==> config.mk <==
export PLATFORM = sky130hd
export DESIGN_NAME = trigger_latency_monitor
export DESIGN_NICKNAME = d
export VERILOG_FILES = /design/src/rtl/trigger_latency_monitor.sv
export SDC_FILE = /design/constraint.sdc
export NUM_CORES = 1
export LEC_CHECK = 0
export ABC_AREA = 1
export CAP_MARGIN = 20
export CORE_MARGIN = 2
export CORE_UTILIZATION = 54
export CTS_BUF_LIST = sky130_fd_sc_hd__clkbuf_8
export DETAILED_ROUTE_END_ITERATION = 16
export PLACE_DENSITY = 0.78
export SYNTH_ARGS = -nofsm -noshare
export SYNTH_HDL_FRONTEND = slang
export SYNTH_SLANG_ARGS = --single-unit
==> constraint.sdc <==
create_clock -name clk -period 1.9 [get_ports clk]
set_clock_uncertainty 0.1 [all_clocks]
set_input_delay 0.38 -clock clk [delete_from_list [all_inputs] [get_ports clk]]
set_output_delay 0.38 -clock clk [all_outputs]
set_load 0.05 [all_outputs]
==> src/rtl/trigger_latency_monitor.sv <==
// Trigger latency monitor: measures cycles from an enable rising edge to the
// next trigger rising edge, with timeout, and queues {timeout_flag, latency}
// results in a small first-word fall-through FIFO.
module trigger_latency_monitor #(
    parameter int CNT_W   = 8,
    parameter int TIMEOUT = 255,
    parameter int DEPTH   = 4
) (
    input  logic             clk,
    input  logic             rst_n,
    input  logic             enable,
    input  logic             trigger,
    input  logic             clear,
    output logic             m_valid,
    input  logic             m_ready,
    output logic [CNT_W:0]   m_data,
    output logic             busy,
    output logic             overflow,
    output logic [7:0]       stray_cnt
);

    localparam int               AW        = $clog2(DEPTH);
    localparam logic [CNT_W-1:0] TIMEOUT_C = CNT_W'(TIMEOUT);
    localparam logic [CNT_W-1:0] CNT_ONE   = CNT_W'(1);

    typedef enum logic {IDLE, MEASURE} state_t;

    state_t           state, state_next;
    logic [CNT_W-1:0] cnt, cnt_next;
    logic             en_prev, trig_prev;
    logic             en_rise, trig_rise;
    logic             push, stray_hit;
    logic [CNT_W:0]   push_data;

    logic [CNT_W:0]   mem [DEPTH];
    logic [AW:0]      wr_ptr, rd_ptr;
    logic             full, empty, pop, do_push;

    // Saturating 8-bit increment for the stray counter
    function automatic logic [7:0] sat_inc8(input logic [7:0] v);
        return (v == 8'hFF) ? v : v + 8'd1;
    endfunction

    assign en_rise   = enable  & ~en_prev;
    assign trig_rise = trigger & ~trig_prev;

    // Edge-history registers; reset to 0 so a high input at release reads as a rise
    always_ff @(posedge clk or negedge rst_n) begin
        if (!rst_n) begin
            en_prev   <= 1'b0;
            trig_prev <= 1'b0;
        end else begin
            en_prev   <= enable;
            trig_prev <= trigger;
        end
    end

    // FSM state and latency counter registers
    always_ff @(posedge clk or negedge rst_n) begin
        if (!rst_n) begin
            state <= IDLE;
            cnt   <= '0;
        end else begin
            state <= state_next;
            cnt   <= cnt_next;
        end
    end

    // Next-state logic: start, restart, completion, timeout and stray detection
    always_comb begin
        state_next = state;
        cnt_next   = cnt;
        push       = 1'b0;
        push_data  = '0;
        stray_hit  = 1'b0;
        case (state)
            IDLE: begin
                if (en_rise) begin
                    cnt_next   = CNT_ONE;
                    state_next = MEASURE;
                end else if (trig_rise) begin
                    stray_hit = 1'b1;
                end
            end
            MEASURE: begin
                if (trig_rise) begin
                    push      = 1'b1;
                    push_data = {1'b0, cnt};
                    if (en_rise) begin
                        // Back-to-back: close this measurement and open the next
                        cnt_next = CNT_ONE;
                    end else begin
                        state_next = IDLE;
                    end
                end else if (en_rise) begin
                    cnt_next = CNT_ONE;
                end else if (cnt >= TIMEOUT_C) begin
                    push       = 1'b1;
                    push_data  = {1'b1, TIMEOUT_C};
                    state_next = IDLE;
                end else begin
                    cnt_next = cnt + CNT_ONE;
                end
            end
            default: state_next = IDLE;
        endcase
    end

    assign empty   = (wr_ptr == rd_ptr);
    assign full    = (wr_ptr[AW] != rd_ptr[AW]) && (wr_ptr[AW-1:0] == rd_ptr[AW-1:0]);
    assign pop     = m_valid & m_ready;
    // A push into a full FIFO is accepted only when the head leaves in the same cycle
    assign do_push = push & (~full | pop);

    // FIFO storage; contents are never observed while empty, so no reset needed
    always_ff @(posedge clk) begin
        if (do_push) begin
            mem[wr_ptr[AW-1:0]] <= push_data;
        end
    end

    // FIFO pointers
    always_ff @(posedge clk or negedge rst_n) begin
        if (!rst_n) begin
            wr_ptr <= '0;
            rd_ptr <= '0;
        end else begin
            if (do_push) wr_ptr <= wr_ptr + 1'b1;
            if (pop)     rd_ptr <= rd_ptr + 1'b1;
        end
    end

    // Sticky overflow flag and stray-trigger counter, both cleared by clear
    always_ff @(posedge clk or negedge rst_n) begin
        if (!rst_n) begin
            overflow  <= 1'b0;
            stray_cnt <= 8'd0;
        end else if (clear) begin
            overflow  <= 1'b0;
            stray_cnt <= 8'd0;
        end else begin
            if (push && full && !pop) overflow <= 1'b1;
            if (stray_hit)            stray_cnt <= sat_inc8(stray_cnt);
        end
    end

    assign m_valid = ~empty;
    assign m_data  = m_valid ? mem[rd_ptr[AW-1:0]] : '0;
    assign busy    = (state == MEASURE);

endmodule

==> flow_summary.json <==
{
  "switching_share": 0.411,
  "start_util": 0.566,
  "gp_congestion": 0.875,
  "most-common-layout-cells": "nand2_1, buf_4, edfxtp_1",
  "layout_commonest_cell": "nand2_1",
  "failed_checks": "negative setup slack",
  "syn_avg_cell_area_um2": 9.09,
  "routedWlPerCell_um": 14.6,
  "critPathBufInv": 4,
  "antenna_found_initial": 0,
  "antenna_cells": 0,
  "cp-start-kind": "flop",
  "drt-total-wl_um": 7140,
  "cts_hold_buffers": 0,
  "wl_met2_um": 3600,
  "grt_pass1_vias": 2413,
  "die_area_um2": 6470,
  "power_frac_comb": 0.551,
  "synth_top_cell_area_share": 0.343,
  "cts_buffers": 9,
  "seq_power_share": 0.258,
  "p_int_uw": 3870,
  "fmax_ghz": 0.472,
  "hpwl_um": 4480,
  "synth_edf_count": 36,
  "synth_warnings": 0,
  "synth_nets": 360,
  "grt_usage": 0.232,
  "whs_ns": 0.301,
  "syn_area_um2": 3150,
  "p_total_uw": 6560,
  "fin_ws_ns": -0.220,
  "p_leak_uw": 0.00190,
  "max_slew_margin": 0.774,
  "final.period_utilization": 1.12,
  "drtIter0Drc": 202,
  "yosys-top-cells-area": "edfxtp_1, dfrtp_1, nand2_1, inv_1, nor2_1",
  "port_buffers": 25,
  "ant_nets": 0,
  "synthArstFlopShare": 0.419,
  "via_count": 2617,
  "layout.nets": 426,
  "cts.path.max_buffers": 2,
  "routed.top_layer": "met4",
  "cts.sinks": 62,
  "rsz0062_at_grt": "true",
  "coreArea_um2": 5570,
  "switching_power_uw": 2700,
  "worst_pin_slew_ns": 0.339,
  "post_drt_via_cell_ratio": 5.34,
  "max_stage_delay_ns": 0.44,
  "outcome": "finished, violations left",
  "grt_max_degree": 27,
  "ir_worst_vdd_mv": 1.19,
  "dr.pass1.iters": 5,
  "cpMaxStageDelayCell": "dfrtp_2",
  "hold_viol_final": 0,
  "cts_max_level": 3,
  "fin_crit_ns": 2.12,
  "fp.dieW_um": 80.4,
  "power.density_nw_per_um2": 1570,
  "ioPinCount": 26,
  "cp-end-kind": "output pin",
  "maxCapViolations": 0,
  "row_count": 27,
  "die_h_um": 80.4,
  "cts_tree": "done",
  "synth.distinct_cells": 29,
  "drt-met1-wl_um": 2990,
  "grt_overflow": 0,
  "cts_root_buffer": "clkbuf_8",
  "power.share.clock": 0.191,
  "routed-wl-met3_um": 364,
  "final_max_slew_viol_count": 0,
  "cp_max_fo": 8,
  "hold_class": "in2async",
  "grt_pass1_wl_um": 11200,
  "clkLatencyLatePin_ns": 0.34,
  "crit_family": "simple AND/OR/NAND/NOR gates",
  "path_class": "reg2out",
  "ys_seq_area_frac": 0.549,
  "syn_to_final_growth_pct": 32.6,
  "synthFlopType": "edfxtp_1",
  "drive_gt1_frac": 0.301,
  "cts.clk_slew.worst_paths_ns": 0.07,
  "synth-seq-cells": 62,
  "critPathRequiredTime_ns": 1.42,
  "arrival_ns": 1.64,
  "crit_path_cell_trace": "inv_2, nand2_1, nand2_2, nor2_4, nand2_4, buf_12, nand2_2, inv_2, buf_12",
  "yosys.area.top_type": "edfxtp_1",
  "syn_inst": 347,
  "drc": 0,
  "setup_viol": 46
}
-- cell families after synthesis --
logic type      after synthesis  synth area share
xor+xnor                      3           0.00833
fa+ha+maj                     7            0.0278
simple gates                165             0.256
compound gates               51            0.0853
buf+inv                      59            0.0730
flops                        62             0.549
-- worst reg2reg max path, stage by stage (launching register included) --
cell and delay (ns):
dfrtp_2 0.45, inv_4 0.12, nand2_2 0.07, nand2_2 0.09
nor2_4 0.05, buf_4 0.13, buf_4 0.12, nand2_2 0.11
nand3_4 0.14, nor2_4 0.14, buf_4 0.16
-- state kept, by name (all words and copies together), names as in the netlist --
signal	cells
wr_ptr	3
mem	36
busy	1
rd_ptr	3
stray_cnt	8
en_prev	1
cnt	8
overflow	1
trig_prev	1
-- stage by stage --
stage	instances	cell area [um^2]	TNS, ns	util	setup WS, ns
after floorplan	347	3160	-4.50	-	-0.125
after global placement	466	3770	-2.96	0.677	-0.0946
after detailed placement	466	3770	-3.93	0.677	-0.113
after CTS	485	4040	-1.62	0.724	-0.180
after global routing	490	4180	-5.97	0.750	-0.267
final	490	4180	-2.85	0.750	-0.220
-- repair_timing --
item,4_1_cts,5_1_grt
setup buffers,3,2
resized for setup,19,37
setup endpoints to repair,10,46
gates cloned,0,3
pin swaps,1,3
-- final timing paths --
check | start | to | slack [ns] | cells past startpoint
min in group clk | enable | en_prev$_DFF_PN0_ | 0.40 | 1
setup / recovery | wr_ptr[0]$_DFFE_PN0N_ | m_data[7] | -0.22 | 9
hold / removal | rst_n | rd_ptr[2]$_DFFE_PN0P_ | 0.30 | 2
max in group asynchronous | rst_n | wr_ptr[0]$_DFFE_PN0N_ | 1.12 | 2
setup reg to reg | rd_ptr[0]$_DFFE_PN0P_ | mem[0][1]$_DFFE_PP_ | -0.05 | 10
hold reg to reg | overflow$_DFFE_PN0P_ | overflow$_DFFE_PN0P_ | 0.42 | 2
-- power groups by stage --
stage / Combinational, uW / Clock [uW] / Sequential (uW)
after detailed placement: 3010 / 0 / 1700
after CTS: 3210 / 1270 / 1680
final: 3610 / 1260 / 1690
after global placement: 2940 / 0 / 1690
after floorplan: 1690 / 0 / 1700
after global routing: 3850 / 1320 / 1710
-- synthesized netlist by cell type (2+ instances only) --
cell      count
nor3_1        2
xor2_1        2
nand3_4       3
nor2_1       40
o22ai_1       9
nor2_4        5
nand3_1      20
dfrtp_1      26
nand2_2       2
inv_1        44
o21ai_1       6
nand2_4       4
nand2_1      76
inv_2         5
a21oi_1       9
buf_2         6
o21ai_0      26
ha_1          7
edfxtp_1     36
nand4_1      10
-- per-layer routing --
| layer | vias up | global-route usage |
|---|---|---|
| met1 | 1224 | 0.303 |
| met2 | 93 | 0.367 |
| met3 | 25 | 0.0528 |
| li1 | 1275 | - |
| met5 | - | 0 |
| met4 | 0 | 0.107 |
-- layout make-up --
| class | count | area [um^2] |
|---|---|---|
| fill | 373 | 1390 |
| sequential | 62 | 1730 |
| clock inverter | 7 | 90.1 |
| tap | 72 | 90.1 |
| multi-input combinational | 226 | 1270 |
| timing repair buffer | 64 | 677 |
| inverter | 50 | 194 |
| clock buffer | 9 | 124 |
Note: power is estimated with default switching activity, not from simulation.
